$ cat config.mk
export PLATFORM = sky130hd
export DESIGN_NAME = risc_phase_sequencer
export DESIGN_NICKNAME = d
export VERILOG_FILES = /design/src/rtl/risc_phase_sequencer.sv
export SDC_FILE = /design/constraint.sdc
export NUM_CORES = 1
export LEC_CHECK = 0
export CORE_MARGIN = 2
export CORE_UTILIZATION = 40
export DETAILED_ROUTE_END_ITERATION = 16
export PLACE_DENSITY = 0.63
export SYNTH_ARGS = -nofsm -noshare
export SYNTH_HDL_FRONTEND = slang
export SYNTH_SLANG_ARGS = --single-unit
$ cat constraint.sdc
create_clock -name clk -period 5 [get_ports clk]
set_input_delay 1 -clock clk [delete_from_list [all_inputs] [get_ports clk]]
set_output_delay 1 -clock clk [all_outputs]
set_load 0.1 [all_outputs]
$ cat src/rtl/risc_phase_sequencer.sv
// risc_phase_sequencer
//   Produces the 3-bit instruction phase (0..7) for the VeriRISC controller.
//   cpu_en gates the datapath register loads. The block adds run, halt and
//   single-step control. It inserts memory wait states, raises a sticky bus
//   timeout when an access stalls too long, and counts retired instructions.
// Ports
//   clk, rst          : clock, synchronous active-high reset
//   run_req, step_req : resume / single-instruction requests (used only in HALTED)
//   halt              : controller HLT indication (acts on phase 4)
//   rd, wr, mem_ready : memory access request of the current phase / completion
//   phase, cpu_en     : phase to controller, advance enable
//   running, halted   : FSM status
//   bus_timeout       : sticky, set on entering ERR
//   instr_count       : phase 7->0 transitions, wraps
module risc_phase_sequencer #(
    parameter int WAIT_MAX  = 15,
    parameter bit START_RUN = 1'b0,
    parameter int CNT_W     = 16
) (
    input  logic             clk,
    input  logic             rst,
    input  logic             run_req,
    input  logic             step_req,
    input  logic             halt,
    input  logic             rd,
    input  logic             wr,
    input  logic             mem_ready,
    output logic [2:0]       phase,
    output logic             cpu_en,
    output logic             running,
    output logic             halted,
    output logic             bus_timeout,
    output logic [CNT_W-1:0] instr_count
);

    typedef enum logic [2:0] {
        S_HALTED = 3'd0,
        S_RUN    = 3'd1,
        S_STEP   = 3'd2,
        S_WAIT   = 3'd3,
        S_ERR    = 3'd4
    } state_t;

    localparam state_t RESET_STATE = START_RUN ? S_RUN : S_HALTED;

    state_t           state, state_n;
    logic [2:0]       phase_n;
    logic [CNT_W-1:0] count_n;
    logic [7:0]       wait_cnt, wait_cnt_n;
    logic             wait_from_step, wait_from_step_n;
    logic             timeout_n;
    logic             active;
    logic             stall;

    // Executing states; a pending access without ready stalls the phase.
    assign active = (state == S_RUN) || (state == S_STEP);
    assign stall  = (rd | wr) & ~mem_ready;

    // State register
    always_ff @(posedge clk) begin
        if (rst) begin
            state          <= RESET_STATE;
            phase          <= 3'd0;
            instr_count    <= '0;
            wait_cnt       <= 8'd0;
            wait_from_step <= 1'b0;
            bus_timeout    <= 1'b0;
        end else begin
            state          <= state_n;
            phase          <= phase_n;
            instr_count    <= count_n;
            wait_cnt       <= wait_cnt_n;
            wait_from_step <= wait_from_step_n;
            bus_timeout    <= timeout_n;
        end
    end

    // Next-state logic
    always_comb begin
        state_n          = state;
        phase_n          = phase;
        count_n          = instr_count;
        wait_cnt_n       = wait_cnt;
        wait_from_step_n = wait_from_step;
        timeout_n        = bus_timeout;
        case (state)
            S_HALTED: begin
                if (run_req)       state_n = S_RUN;
                else if (step_req) state_n = S_STEP;
            end
            S_RUN, S_STEP: begin
                if (stall) begin
                    state_n          = S_WAIT;
                    wait_cnt_n       = 8'd1;
                    wait_from_step_n = (state == S_STEP);
                end else begin
                    phase_n = phase + 3'd1;
                    if (phase == 3'd7) begin
                        count_n = instr_count + CNT_W'(1);
                        // A single step ends once the instruction retires.
                        if (state == S_STEP) state_n = S_HALTED;
                    end
                    // Halting still steps past phase 4 so a resume does not re-halt.
                    if (phase == 3'd4 && halt) state_n = S_HALTED;
                end
            end
            S_WAIT: begin
                if (mem_ready) begin
                    // Phase is re-evaluated in the origin state on the next cycle.
                    state_n    = wait_from_step ? S_STEP : S_RUN;
                    wait_cnt_n = 8'd0;
                end else if (wait_cnt == 8'(WAIT_MAX)) begin
                    state_n   = S_ERR;
                    timeout_n = 1'b1;
                end else begin
                    wait_cnt_n = wait_cnt + 8'd1;
                end
            end
            S_ERR:   state_n = S_ERR;
            default: state_n = RESET_STATE;
        endcase
    end

    // Output logic
    always_comb begin
        cpu_en  = active & ~stall;
        running = active || (state == S_WAIT);
        halted  = (state == S_HALTED);
    end

endmodule
==> summary.md <==
| Metric | Value |
|---|---|
| Period utilization | between 70 and 80% |
| Hold_ws | 0.463 ns |
| GP Congestion | 0.780 |
| Pin count of the biggest net entering global routing | 27 |
| Post-Syn Nets | 216 |
| Worst Hold Launch | bus_timeout |
| Least-Margin Pin Slew | slightly below 1 ns |
| RSZ-0062 raised after global routing | no |
| Hold_buf cts | 0 |
| Placed cell count | 273 |
| CTS Root Cell | clkbuf_8 |
| Buffers added on ports | 30 |
| I/O pins | 31 |
| Nets | 243 |
| Area after DPL | 2010 µm² |
| Antenna violations before repair | 0 |
| Worst-skew pair later-pin latency | 0.28 ns |
| Fin cells | 281 |
| Post-synth EDFFs | 0 |
| Top layer used by detailed routing | met4 |
| Sw frac | 44.4% |
| Psw | 390 µW |
| R2R cell count | 4 |
| Detailed Place HPWL | 2540 µm |
| Die width | approximately 70 µm |
| Pleak | between 0.7 and 0.8 nW |
| CTS tree | done |
| Post-Syn Area | 1680 µm² |
| Post-synth ARST share | 0% |
| Fmax | 0.278 GHz |
| Worst Hold Depth | 1 |
| Die Footprint | 4750 µm² |
| Routed length per instance | about 13 µm |
| Critical path launch point | mem_ready |
| Final instance area | 2100 µm² |
| Wire length on met1 | 1870 µm |
| Clock share of power | 23.3% |
| Critical Path RT | around 4 ns |
| Final Max Slew Viols | 0 |
| Drt initial violations | 95 |
| # diodes | 0 |
| Post-CTS Resized | 0 |
| Final worst path period need | 3.60 ns |
| Relative slew slack | 34.9% |
| Status | finished clean |
| FF+latch count, synth | 32 |
| Row cnt | 23 |
| Syn Inst Count | ~200 |
| Avg Inst Size Synth | 8.30 µm² |
| Worst-path fanout max | 11 |
| Layout cell share with drive strength beyond 1 | between 6 and 7% |
| Clk buf depth | 2 |
| DRT Pass-1 Iters | 4 |
| Top cell type's share of synthesized area | about two fifths |
| Post-Route WL | ~3600 µm |
| Synth unique cells | 42 |
| # DRC | 0 |
| Cts bufs inserted | 5 |
| Seq/Total Area, Yosys | 38.0% |
| Core area | a little over 4000 µm² |
| Most common library cells after synthesis | 32 x dfxtp_1, 20 x a21oi_1, 16 x nand2_1, 16 x nor2_1, 11 x o21ai_0 |
| Share of power burned in combinational logic | 40.4% |
| Dominant cell by count in the synthesized netlist | dfxtp_1 |
| Antenna viol nets, final | 0 |
| Sequential share of power | 36.3% |
| Pwr Density | 418 nW/µm² |
| H-tree levels | 2 |
| Post-CTS setup buffers | 0 |
| Clock Skew | 0.00503 ns |
| Fin. Hold Viols | 0 |
| Crit Reg-Reg Startpoint | state[1] |
| Pint | 489 µW |
| CTS Sinks | 32 |
| Top FF cell, synth | dfxtp_1 |
| Worst Path Arrival | ~2.6 ns |
| Crit end category | output pin |
| Total GRT Usage | 17.3% |
| Finish-stage setup viols | 0 |
| Worst ir drop on vdd | 0.359 mV |
| Max cap viols | 0 |
| Yosys warns | 0 |
| First-pass GRT wire length | ~6100 µm |
| Area leader, netlist | dfxtp_1 |
| Startpoint types | primary input |
| Vias in the first global route | 1337 |
| Initial Util | roughly two fifths |
| Setup_tns | 0 ns |
| Total grt overflow | 0 |
| Routed length on met3 | 193 µm |
| Clock slew at reported path FFs | 0.06 ns |
| Chip height | 68.9 µm |
| HP Class | flop to flop |
| WL met2 | about 1500 µm |
| DR vias | 1554 |
| Vias/cell | 5.53 |
| Post-layout util | 52.2% |
| Worst Setup Path Type | primary input to output pin |
| Area delta synth->final | 24.8% |
| Top post-synthesis cells by area | dfxtp_1 38%, a21oi_1 5.9%, ha_1 3.7%, nand2_1 3.6%, nor2_1 3.6% |
layout by cell type (no fill, tap or decap), drive strengths merged, types with 2 or more instances in the layout:
| cell type | Yosys | final |
|---|---|---|
| dfxtp | 32 | 32 |
| clkdlybuf4s50 | 0 | 29 |
| a21oi | 20 | 20 |
| nor2 | 16 | 16 |
| nand2 | 16 | 16 |
| o21ai | 11 | 11 |
| inv | 9 | 9 |
| nand3 | 9 | 9 |
| or3 | 7 | 7 |
| nand4 | 6 | 6 |
| o31ai | 6 | 6 |
| clkbuf | 8 | 6 |
| or4 | 5 | 5 |
| ha | 5 | 5 |
| xor2 | 5 | 5 |
| and3 | 4 | 4 |
| o21a | 4 | 4 |
| nor3 | 3 | 3 |
| a31oi | 3 | 3 |
| nor4 | 3 | 3 |
| mux2i | 3 | 3 |
| buf | 4 | 3 |
| o21bai | 2 | 2 |
| and4b | 2 | 2 |
| xnor2 | 2 | 2 |
| and4 | 2 | 2 |
| a41oi | 2 | 2 |
| clkinv | 0 | 2 |
routing by layer:
layer,vias up,global-route usage [%]
met3,4,3.90
met5,-,0
met1,700,23.6
met2,34,26.4
li1,816,-
met4,0,6.62
worst max-delay path: stages:
cell and delay (ns):
clkdlybuf4s50_1 0.58, o21bai_1 0.14, buf_4 0.19, and3_1 0.34, buf_4 0.35
metrics by stage:
stage / power [mW] / setup WS (ns)
final: 0.879 / 1.40
after global placement: 0.679 / 1.42
after CTS: 0.892 / 1.40
after floorplan: 0.611 / 1.31
after detailed placement: 0.682 / 1.41
after global routing: 0.925 / 1.32
sequential cells by signal (all words and copies together), names as in the netlist:
| register | count |
|---|---|
| bus_timeout | 1 |
| instr_count | 16 |
| phase | 3 |
| state | 3 |
| wait_cnt | 8 |
| wait_from_step | 1 |
power by group through the flow:
stage | registers (mW) | logic [mW] | clock network, mW
2_1_floorplan | 0.334 | 0.278 | 0
3_3_place_gp | 0.324 | 0.355 | 0
3_5_place_dp | 0.325 | 0.357 | 0
4_1_cts | 0.318 | 0.358 | 0.215
5_1_grt | 0.325 | 0.376 | 0.225
6_report | 0.319 | 0.355 | 0.205
cell type report:
cell class / count / area (µm²)
clock inverters: 2 / 10.0
repair buffers: 32 / 313
clock buffers: 6 / 82.6
multi-input cells: 150 / 960
inverters: 9 / 33.8
well taps: 50 / 62.6
fillers: 409 / 1930
flip-flops and latches: 32 / 641
path summary, 6_finish.rpt:
path | end | slack [ns]
setup / recovery | cpu_en | 1.40
hold / removal | bus_timeout | 0.46
setup reg to reg | instr_count[15] | 2.69
hold reg to reg | bus_timeout | 0.46
kinds of logic after synthesis:
family	Yosys count	synth area share, %
muxes	4	2.45
AOI/OAI and AO/OA	58	22.2
and+or+nand+nor	76	24.5
adders and majority gates	5	3.71
xor gates and xnor gates	7	4.09
buffers and inverters	21	4.98
DFF	32	38.0
(Power assumes the default switching activity.)
==> variant, RTL diff (same settings) <==
Encoding of `state_t`: now Gray code (3 bits for 5 states).
--- a/src/rtl/risc_phase_sequencer.sv
+++ b/src/rtl/risc_phase_sequencer.sv
@@ -34,11 +34,11 @@
 );
 
     typedef enum logic [2:0] {
-        S_HALTED = 3'd0,
-        S_RUN    = 3'd1,
-        S_STEP   = 3'd2,
-        S_WAIT   = 3'd3,
-        S_ERR    = 3'd4
+        S_HALTED = 3'b000,
+        S_RUN    = 3'b001,
+        S_STEP   = 3'b011,
+        S_WAIT   = 3'b010,
+        S_ERR    = 3'b110
     } state_t;
 
     localparam state_t RESET_STATE = START_RUN ? S_RUN : S_HALTED;
Check against the original RTL: no difference found for any inputs over 10 cycles, from zero or initial values and one cycle with rst high; not proved beyond that.
==> variant against the unedited design <==
Clock power up 20%. Routed wire length fell by 1.8%. Total power decreased by 9.6%. Synthesized area up 2.3%. Sequential cell count stayed put. Setup slack improved by 0.23 ns. Critical path type unchanged. Final area rose by 1.3%.
==> variant: results (changes against the unedited design) <==
* P_comb at 252 µW (was 355 µW)
* Skew-Pair Late Insertion Delay at slightly below 0.3 ns
* R2R Path Start: state[2] (was state[1])
* Met3 WL at 165 µm (was 193 µm)
* Lkg Pwr at 0.0007215 µW (was 0.0007189 µW)
* Vias per cell at 5.565 (was 5.530)
* First-pass GRT wire length at 5947 µm (was 6141 µm)
* Vias in the first global route at 1283 (was 1337)
* Grt met1 use at 0.2125 (was 0.2358)
* First-iteration detailed-routing DRC count at 78 (was 95)
* Worst slew margin at 0.3475 (was 0.3488)
* Ant diodes at 0 (unchanged)
* WP data arrival at 2.37 ns (was 2.60 ns)
* Hold Path Class: register to register (unchanged)
* Top Metal Used: met4 (unchanged)
* Drt pass-1 iters at 4 (unchanged)
* Port Buffer Count at 30 (unchanged)
* Crit-path max FO at 8 (was 11)
* Worst IR drop on VDD at 0.2098 mV (was 0.3590 mV)
* Longest Clk Path Bufs at 2 (unchanged)
* Status: finished, final reports clean (unchanged)
* Placed Area at 2018 µm² (was 2009 µm²)
* Clock Skews at 0.006707 ns (was 0.005031 ns)
* Clock root buffer: clkbuf_8 (unchanged)
* Post-synth top cells: dfxtp_1 (32), a21oi_1 (19) (was dfxtp_1 (32), a21oi_1 (20), nand2_1 (16), nor2_1 (16), o21ai_0 (11))
* Setup crit start: mem_ready (unchanged)
* Top flop regs: instr_count (16), wait_cnt (8) (unchanged)
* Pint at 488.5 µW (was 489.0 µW)
* Maximum number of pins on one net before global-route repair at 29 (was 27)
* Hold path depth at 2 (was 1)
* Initial antenna violation count at 0 (unchanged)
* Asr flop ratio synth at 0 (unchanged)
* Global-route track usage on met3 at 0.04797 (was 0.03896)
* Netlist cell types at 44 (was 42)
* DRT Wirelength at 3570 µm (was 3637 µm)
* H-tree level count at 2 (unchanged)
* Clock transition at the registers of the reported paths at 0.06 ns (about the same)
* CTS Buf Count at 5 (unchanged)
* M2 GR Usage at 0.2051 (was 0.2644)
* Synth top area cells: dfxtp_1 (37%), a21oi_1 (5.5%), or4_1 (5.2%) (was dfxtp_1 (38%), a21oi_1 (5.9%), ha_1 (3.7%))
* Share of post-route cells with drive strength above 1 at 0.08333 (was 0.06926)
* DP Wirelength at 2486 µm (was 2544 µm)
* Clock power share at 0.311 (was 0.233)
* WL met2 at 1418 µm (was 1534 µm)
* Final #Nets at 240 (was 243)
* Syn Nets at 213 (was 216)
* FF-to-FF setup slack at 2.90 ns (was 2.69 ns)
* CP endpoint: cpu_en (unchanged)
* Ys Warns at 0 (unchanged)
* Sequential area share after synthesis at 0.3718 (was 0.3804)
* Cts repair resizes at 0 (unchanged)
* GRT Util Overall at 0.1490 (was 0.1727)
* GPL Wtd Cong at 0.7567 (was 0.7802)
* Worst Reg-to-Reg Cells at 4 (unchanged)
* Met1 WL at 1928 µm (was 1868 µm)
-- variant: changes by cell type in the layout (fill, tap and decap cells not counted), sizes merged, moves of 3 or more --
cell / before / now
or4: 5 / 12
nand2: 16 / 12
xor2: 5 / 2
nand2b: 0 / 4
o31ai: 6 / 11
nand3: 9 / 12
nor2: 16 / 12
o21a: 4 / 0
o21ai: 11 / 6
-- variant: final cells by class --
type | instances | area (µm²)
timing repair buffer | 31 | 305.3
sequential | 32 | 640.6
tap | 50 | 62.56
inverter | 10 | 37.54
clock buffer | 5 | 68.82
clock inverter | 3 | 42.54
multi-input combinational | 147 | 972.2
fill | 393 | 1957
-- variant: stage by stage --
step                      instances  power [µW]  setup WS, ns  utilization  hold slack [ns]
final                           278       794.5         1.629       0.5211           0.4734
after global routing            278       833.0         1.528       0.5211           0.5062
after CTS                       278       800.7         1.624       0.5211           0.4861
after detailed placement        270       552.7         1.646       0.4939           0.4708
after global placement          270       553.5         1.626       0.4939           0.4548
after floorplan                 200       511.2         1.382            -           0.4494
-- variant: worst min-delay path by stage --
| stage | endpoint | start | slack [ns] |
|---|---|---|---|
| after floorplan | state[2] | state[1] | 0.45 |
| after global placement | bus_timeout | bus_timeout | 0.45 |
| after detailed placement | bus_timeout | bus_timeout | 0.47 |
| after CTS | bus_timeout | bus_timeout | 0.49 |
| after global routing | bus_timeout | bus_timeout | 0.51 |
| final | bus_timeout | bus_timeout | 0.47 |
-- variant: cells by family after synthesis --
kind of cell	synth area share
AOI/OAI and AO/OA	0.1830
xor gates and xnor gates	0.02034
adders and majority gates	0.03631
buffers and inverters	0.06390
DFF	0.3718
muxes	0.02978
and+or+nand+nor	0.2948
-- variant: worst max-delay path: stages --
cell             delay (ns)
clkdlybuf4s50_1        0.62
o21bai_4               0.23
nand2_1                0.15
inv_1                  0.08
buf_4                  0.28
